`src/rtl/inst_fetch_buffer_if.sv`:
```
// rtl/inst_fetch_buffer_if.sv - enqueue/dequeue bundle between IF, the fetch buffer and issue
interface inst_fetch_buffer_if #(
   parameter int DATA_W = 64,
   parameter int LANES  = 2
);
   localparam int DEQ_W = $clog2(LANES + 1);

   logic [LANES-1:0]        in_valid_i;
   logic [LANES*DATA_W-1:0] in_data_i;
   logic                    allowin_o;
   logic [LANES-1:0]        out_valid_o;
   logic [LANES*DATA_W-1:0] out_data_o;
   logic [DEQ_W-1:0]        deq_cnt_i;

   modport master (
      output in_valid_i, in_data_i, deq_cnt_i,
      input  allowin_o, out_valid_o, out_data_o
   );

   modport slave (
      input  in_valid_i, in_data_i, deq_cnt_i,
      output allowin_o, out_valid_o, out_data_o
   );
endinterface

```
`src/rtl/inst_fetch_buffer.sv`:
```
// rtl/inst_fetch_buffer.sv - LANES-wide circular instruction buffer between IF and ID
module inst_fetch_buffer #(
   parameter int DATA_W = 64,
   parameter int DEPTH  = 8,
   parameter int LANES  = 2,
   parameter int PTR_W  = $clog2(DEPTH),
   parameter int CNT_W  = $clog2(DEPTH + 1)
) (
   input  logic                 clk,
   input  logic                 rst,
   input  logic                 branch_flush_i,
   input  logic                 excep_flush_i,
   inst_fetch_buffer_if.slave   bus,
   output logic [CNT_W-1:0]     count_o,
   output logic                 error_o
);
   logic [DATA_W-1:0] mem [DEPTH];
   logic [PTR_W-1:0]  head;
   logic [PTR_W-1:0]  tail;
   logic [CNT_W-1:0]  count;
   logic              error;

   logic              flush;
   logic              allowin;
   logic              prefix_ok;
   logic              err_cond;
   logic [CNT_W:0]    count_ext;
   logic [CNT_W:0]    deq_req;
   logic [CNT_W:0]    enq_n;
   logic [CNT_W:0]    deq_n;
   logic [CNT_W:0]    count_next;

   // Occupancy is tracked one bit wider so the defensive overflow check is meaningful.
   always_comb begin
      flush     = branch_flush_i | excep_flush_i;
      count_ext = {1'b0, count};
      allowin   = count_ext <= (CNT_W+1)'(DEPTH - LANES);
      deq_req   = (CNT_W+1)'(bus.deq_cnt_i);
      enq_n     = '0;
      prefix_ok = 1'b1;
      for (int i = 0; i < LANES; i++) begin
         if (bus.in_valid_i[i]) enq_n = enq_n + (CNT_W+1)'(1);
      end
      for (int i = 1; i < LANES; i++) begin
         if (bus.in_valid_i[i] && !bus.in_valid_i[i-1]) prefix_ok = 1'b0;
      end
      if (!allowin) enq_n = '0;
      deq_n      = (deq_req > count_ext) ? count_ext : deq_req;
      count_next = count_ext + enq_n - deq_n;
      err_cond   = (deq_req > count_ext) || (!prefix_ok && allowin) ||
                   (count_ext > (CNT_W+1)'(DEPTH));
   end

   always_ff @(posedge clk) begin
      if (rst) begin
         head  <= '0;
         tail  <= '0;
         count <= '0;
      end else if (flush) begin
         head  <= '0;
         tail  <= '0;
         count <= '0;
      end else begin
         head  <= head + PTR_W'(deq_n);
         tail  <= tail + PTR_W'(enq_n);
         count <= CNT_W'(count_next);
      end
   end

   always_ff @(posedge clk) begin
      if (rst)           error <= 1'b0;
      else if (err_cond) error <= 1'b1;
   end

   // Storage has no reset; validity is derived purely from count.
   always_ff @(posedge clk) begin
      if (!rst && !flush) begin
         for (int i = 0; i < LANES; i++) begin
            if ((CNT_W+1)'(i) < enq_n)
               mem[tail + PTR_W'(i)] <= bus.in_data_i[i*DATA_W +: DATA_W];
         end
      end
   end

   always_comb begin
      bus.out_data_o  = '0;
      bus.out_valid_o = '0;
      for (int i = 0; i < LANES; i++) begin
         bus.out_data_o[i*DATA_W +: DATA_W] = mem[head + PTR_W'(i)];
         bus.out_valid_o[i]                 = count_ext > (CNT_W+1)'(i);
      end
   end

   assign bus.allowin_o = allowin;
   assign count_o       = count;
   assign error_o       = error;
endmodule

```
`src/flat_wrapper.sv`:
```
// flat-port wrapper written by rule: the top's interface ports become plain ports
module inst_fetch_buffer_flat 
#(
   parameter int DATA_W = 64,
   parameter int DEPTH  = 8,
   parameter int LANES  = 2,
   parameter int PTR_W  = $clog2(DEPTH),
   parameter int CNT_W  = $clog2(DEPTH + 1)
)
  (clk, rst, branch_flush_i, excep_flush_i, count_o, error_o, bus_in_valid_i, bus_in_data_i, bus_deq_cnt_i, bus_allowin_o, bus_out_valid_o, bus_out_data_o);
  inst_fetch_buffer_if #(.DATA_W(DATA_W), .LANES(LANES)) bus_i ();
  input  logic clk;
  input  logic rst;
  input  logic branch_flush_i;
  input  logic excep_flush_i;
  output logic [CNT_W-1:0] count_o;
  output logic error_o;
  input wire logic [$bits(bus_i.in_valid_i)-1:0] bus_in_valid_i;
  input wire logic [$bits(bus_i.in_data_i)-1:0] bus_in_data_i;
  input wire logic [$bits(bus_i.deq_cnt_i)-1:0] bus_deq_cnt_i;
  output wire logic [$bits(bus_i.allowin_o)-1:0] bus_allowin_o;
  output wire logic [$bits(bus_i.out_valid_o)-1:0] bus_out_valid_o;
  output wire logic [$bits(bus_i.out_data_o)-1:0] bus_out_data_o;
  assign bus_i.in_valid_i = bus_in_valid_i;
  assign bus_i.in_data_i = bus_in_data_i;
  assign bus_i.deq_cnt_i = bus_deq_cnt_i;
  assign bus_allowin_o = bus_i.allowin_o;
  assign bus_out_valid_o = bus_i.out_valid_o;
  assign bus_out_data_o = bus_i.out_data_o;
  inst_fetch_buffer #(.DATA_W(DATA_W), .DEPTH(DEPTH), .LANES(LANES), .PTR_W(PTR_W), .CNT_W(CNT_W)) u_core (.clk(clk), .rst(rst), .branch_flush_i(branch_flush_i), .excep_flush_i(excep_flush_i), .bus(bus_i), .count_o(count_o), .error_o(error_o));
endmodule
```
`config.mk`:
```
export PLATFORM = sky130hd
export DESIGN_NAME = inst_fetch_buffer_flat
export DESIGN_NICKNAME = d
export VERILOG_FILES = /design/src/rtl/inst_fetch_buffer_if.sv /design/src/rtl/inst_fetch_buffer.sv /design/src/flat_wrapper.sv
export SDC_FILE = /design/constraint.sdc
export NUM_CORES = 1
export LEC_CHECK = 0
export ABC_CLOCK_PERIOD_IN_PS = 7600
export CAP_MARGIN = 25
export CORE_UTILIZATION = 35
export CTS_BUF_LIST = sky130_fd_sc_hd__clkbuf_8
export CTS_CLUSTER_SIZE = 12
export DETAILED_ROUTE_END_ITERATION = 8
export MAX_ROUTING_LAYER = met4
export PLACE_DENSITY = 0.57
export SYNTH_ARGS = -nofsm -noshare
export SYNTH_HDL_FRONTEND = slang
export SYNTH_SLANG_ARGS = --single-unit
```
`constraint.sdc`:
```
create_clock -name clk -period 7.6 [get_ports clk]
set_clock_uncertainty 0.15 [all_clocks]
set_input_delay 1.52 -clock clk [delete_from_list [all_inputs] [get_ports clk]]
set_output_delay 1.52 -clock clk [all_outputs]
set_load 0.03 [all_outputs]
```
==> results of run 1 <==
## sequential cells by signal, indices dropped and copies added, names as in the netlist
name            cells
u_core.count_o      4
u_core.error_o      1
u_core.head         3
u_core.mem        512
u_core.tail         3
## metrics by stage
stage               instances  total power, W  cell area, sq um  util [%]  hold slack [ns]
finish                   3183        0.006682             36120     42.29           0.4176
global route             3182        0.006942             36120     42.28           0.4740
CTS                      3168        0.006768             36060     42.21           0.4169
detailed placement       2997        0.004283             34370     40.24           0.4023
global placement         2996        0.004268             34350     40.21           0.3982
floorplan                1667        0.003893             30310         -           0.4280
## where the power goes
group	leakage, nW	internal, W	switching [W]
sequential	4.70	0.00319	0.0000246
clock	0.967	0.00123	0.00123
combinational	5.65	0.000509	0.000496
## worst min-delay path, cell delays in order, from the launching register on
cell and delay [ns]:
dfxtp_1 0.32, a21oi_1 0.11, a31oi_1 0.09
## logic make-up (layout without fill, tap and decap cells)
logic type	Yosys count	in the layout	share of synthesized area, %
xor gates and xnor gates	8	8	0.2311
muxes	898	898	43.62
and+or+nand+nor	60	60	1.152
adders and majority gates	19	19	0.8834
AOI/OAI and AO/OA	19	19	0.3798
other	0	14	0
DFF	523	523	51.45
buffers and inverters	140	498	2.283
## cell usage in the layout, fill, tap and decap left out, types with 3 or more instances in the layout
| cell | n |
|---|---|
| clkinv_2 | 21 |
| mux4_2 | 256 |
| xnor2_1 | 4 |
| mux2_4 | 61 |
| dfxtp_4 | 3 |
| edfxtp_1 | 512 |
| inv_1 | 38 |
| nor2_1 | 12 |
| buf_4 | 31 |
| fa_1 | 4 |
| nand4_1 | 8 |
| nand2_1 | 12 |
| mux2_2 | 551 |
| mux2_1 | 29 |
| a21oi_4 | 4 |
| nor2b_1 | 5 |
| clkdlybuf4s50_1 | 271 |
| clkinv_1 | 25 |
| nor2_4 | 4 |
| dfxtp_1 | 8 |
| a31oi_1 | 5 |
| clkbuf_8 | 98 |
| nor4_1 | 4 |
| ha_1 | 14 |
| buf_12 | 8 |
| a21oi_1 | 3 |
| diode_2 | 14 |
| and2_1 | 4 |
| xor2_1 | 3 |
## area by class of cell
type	count	share of cell area, %
sequential	523	43.21
multi-input combinational	1004	39.21
timing repair buffer	311	8.674
tap	1144	3.963
clock buffer	98	3.734
clock inverter	73	0.9388
inverter	16	0.1732
antenna	14	0.09700
## cell usage after synthesis (all sizes together), types with 5 or more instances
library cell  number  area share, %
mux4             256             19
a21oi              7           0.12
a31oi              5           0.10
nand4              8           0.17
nor2b              5           0.10
nor4               6           0.22
ha                15           0.62
dfxtp             11           0.73
and2               5           0.11
nand2             12           0.15
inv               16           0.21
clkbuf            44           0.55
buf               80            1.5
edfxtp           512             51
mux2             641             25
nor2              16           0.20
## routing by layer
layer  global-route usage [%]  up-vias  routed length, um
li1                         -     7610                  -
met1                    25.82     9353              37330
met2                    33.46      531              43650
met3                    4.272      144               5241
met4                    6.450        0               2053
met5                        -        -                  0
## worst min-delay path by stage
stage,to
5_1_grt,u_core.error_o
6_report,u_core.error_o
2_1_floorplan,u_core.head[0]
3_5_place_dp,u_core.error_o
4_1_cts,u_core.error_o
3_3_place_gp,u_core.error_o
==> results.ini, run 1 <==
[final_layout]
drive_above_1_share_pct = 52.00
register_area_sq_mm = 0.01561
layout.nets = 2108
syn2layout_area_growth_pct = 19.16
fill_cells = 7745
multi_input_area_sq_mm = 0.01416

[worst_setup_path]
r2r_end = u_core.mem[1][0]
ff2ff_path_depth = 6
worstPathArrival_ns = 4.37
cp_num_cells = 5
reg2reg_slack_ns = 3.79
slowest_delay_ns = 0.86
required_ns = 5.93
worstPathCellList = buf_4 -> buf_4 -> mux4_2 -> mux2_2 -> clkdlybuf4s50_1
crit_top_cell = buf_4
path_class = reg -> out
critPathLaunchType = register
crit_buf_inv = 3
critPathMaxFanout = 48
reg2reg_from = u_core.tail[0]
crit_start = u_core.head[0]
cpLargestDelayFamily = buffers and inverters
crit_path_end = bus_out_data_o[102]
cp-end-kind = output pin
slowest_stage = dfxtp_4

[pwr]
leakagePower_nw = 11.32
irDropWorstVdd_uv = 116.6
powerDensity_mw_per_mm2 = 185.0

[global_routing]
antenna_found_initial = 13
grt_pass1_vias = 19340
track_usage_pct = 20.62
gr-total-overflow = 0
grt_max_degree = 142
grt_pass1_wl_um = 127200

[sta]
min_period_over_period_pct = 79.47
tightestPinTransition_ns = 1.155
slew-limit-headroom_pct = 23.03
hold_viol = 0
tns_ns = 0
min_period_ns = 6.040
layout_setup_ws_ns = 1.560
setup_violations = 0
fmax_ghz = 0.1656
rsz0062_at_grt = no
drv_slew = 0

[routing]
via_per_inst = 5.541
postRouteAntennaNets = 0
drt_iter0_drc = 1205
wire_per_inst_um = 27.74
totalWireLength_um = 88280
dr.pass1.iters = 5
vias = 17640
route.detailed.drc = 0

[cts]
clkLatencyLatePin_ns = 0.69
cts_tree = done
cts_max_level = 3
ctsHoldBuffers = 0
post_cts_buffers = 0
clockBufferDepth = 3
cts-buffers-inserted = 97
clk_pin_slew_ns = 0.06
cts_resized = 0
root_buffer = clkbuf_8
numClockSinks = 523

[die]
die_h_um = 296.3
io_pins = 272
rows = 107
dieArea_sq_mm = 0.08778
core_area_sq_mm = 0.08541
die_w_um = 296.3
start_util_pct = 35.49

[placement]
dp_hpwl_um = 50130
numPortBuffers = 271
post-place-ws_ns = 2.220
globalplace.congestion = 0.7776

[yosys]
yosys_most_used_dff = edfxtp_1
ys_seq_area_share_pct = 51.45
synthCells = 1667
synth_seq_cells = 523
synth_nets = 1822
synthArstFlopShare_pct = 0
synth.avg_cell_area_sq_um = 18.18
synth_edf_count = 512
ys_types = 37
netlist_area_sq_mm = 0.03031
ys_warn_count = 0

[run]
cap_violations = 0

[min_path]
min_path_cells = 2
min-delay-start = u_core.error_o
hold_path_class = reg -> reg

[outcome]
status = finished, final reports clean

Note: power is estimated with default switching activity, not from simulation.
==> run 2: changes to the inputs <==
ABC_CLOCK_PERIOD_IN_PS = 5900   (was 7600)
clock period = 5.9 ns   (was 7.6 ns; I/O delays follow)
==> results.ini, run 2 (same netlist as run 1, synthesis figures left out) <==
[outcome]
status = finished, final reports clean

[worst_setup_path]
crit_top_cell = buf_4
worstPathCellList = buf_4 -> buf_4 -> mux4_2 -> mux2_2 -> clkdlybuf4s50_1
slowest_stage = buf_4
critPathMaxFanout = 33
slowest_delay_ns = 0.69
cp-end-kind = output pin
critPathLaunchType = register
required_ns = 4.57
path_class = reg -> out
worstPathArrival_ns = 3.88

[die]
die_w_um = 296.3
start_util_pct = 35.49
die_h_um = 296.3
io_pins = 272
core_area_sq_mm = 0.08541
rows = 107
dieArea_sq_mm = 0.08778

[placement]
numPortBuffers = 271
post-place-ws_ns = 1.279
dp_cells = 3002
place_area_sq_mm = 0.03451
dp_hpwl_um = 49770
globalplace.congestion = 0.7639

[cts]
clk_pin_slew_ns = 0.06
cts-buffers-inserted = 94
clockBufferDepth = 3
numClockSinks = 523
cts_resized = 0
cts_max_level = 3
cts_tree = done
ctsHoldBuffers = 0
root_buffer = clkbuf_8
clkLatencyLatePin_ns = 0.69
post_cts_buffers = 0

[sta]
rsz0062_at_grt = no
fmax_ghz = 0.1920
tightestPinTransition_ns = 1.014
drv_slew = 0
slew-limit-headroom_pct = 32.40
tns_ns = 0
hold_viol = 0
setup_violations = 0
min_period_ns = 5.209
min_period_over_period_pct = 88.30
layout_setup_ws_ns = 0.6906

[final_layout]
drive_above_1_share_pct = 51.76
largest_reg_flops = 512
stdcell_count = 3173
design_area_sq_mm = 0.03617
layout.nets = 2109
top_register = u_core.mem
layout_common_cells = mux2_2 (551), edfxtp_1 (512), clkdlybuf4s50_1 (271), mux4_2 (256), clkbuf_8 (98)
syn2layout_area_growth_pct = 19.34
layout_commonest_cell = mux2_2

[routing]
dr.pass1.iters = 5
vias = 17660
wire_per_inst_um = 27.75
route.detailed.drc = 0
postRouteAntennaNets = 0
drt_iter0_drc = 1148
via_per_inst = 5.564
totalWireLength_um = 88060

[global_routing]
grt_pass1_wl_um = 126800
grt_pass1_vias = 19020
antenna_found_initial = 11
grt_max_degree = 129
track_usage_pct = 20.57
gr-total-overflow = 0

[run]
cap_violations = 0

[pwr]
irDropWorstVdd_uv = 126.8
leakagePower_nw = 11.36
powerDensity_mw_per_mm2 = 236.1

[min_path]
hold_path_class = reg -> reg

run 2: changes by cell type in the layout (fill, tap and decap cells not counted), sizes merged:
cell    delta
diode      -2
buf        +4
clkinv    -25
inv       +13
run 2: cell type report:
cell class                 count  area, sq um
inverter                      16        62.56
clock inverter                61        281.5
sequential                   523        15610
timing repair buffer         315         3251
multi-input combinational   1004        14160
clock buffer                  98         1349
tap                         1144         1431
fill                        7736        49240
antenna                       12        30.03
run 2: power breakdown:
group          total, W  internal, W  switching, W
clock           0.00310      0.00156       0.00153
combinational   0.00131     0.000658      0.000654
sequential      0.00413      0.00411     0.0000215
total           0.00854      0.00633       0.00221
run 2: worst max-delay path, delay by kind of cell (launching register included):
family | cells | cell delay (ns)
flip-flops | 1 | 0.36
multiplexers | 2 | 0.89
buffers and inverters | 3 | 1.90
run 2: path summary, 6_finish.rpt:
check | from | to | slack [ns] | cells after the start
worst max-delay path | u_core.head[1] | bus_out_data_o[37] | 0.69 | 5
worst min-delay path | u_core.error_o | u_core.error_o | 0.41 | 2
worst min register to register | u_core.error_o | u_core.error_o | 0.41 | 2
worst max register to register | u_core.tail[0] | u_core.mem[1][28] | 2.29 | 5
run 2: through the flow:
stage,util (%),total power (W),hold slack [ns]
after floorplan,-,0.005015,0.4280
after global placement,40.39,0.005512,0.4091
after detailed placement,40.41,0.005528,0.3997
after CTS,42.32,0.008653,0.4119
after global routing,42.35,0.008881,0.4508
final,42.35,0.008541,0.4122
run 2: per-layer routing:
| metal | GRT usage, % | wire (um) |
|---|---|---|
| met5 | - | 0 |
| met4 | 5.368 | 1695 |
| met3 | 3.980 | 4808 |
| met2 | 33.42 | 43480 |
| met1 | 26.31 | 38070 |
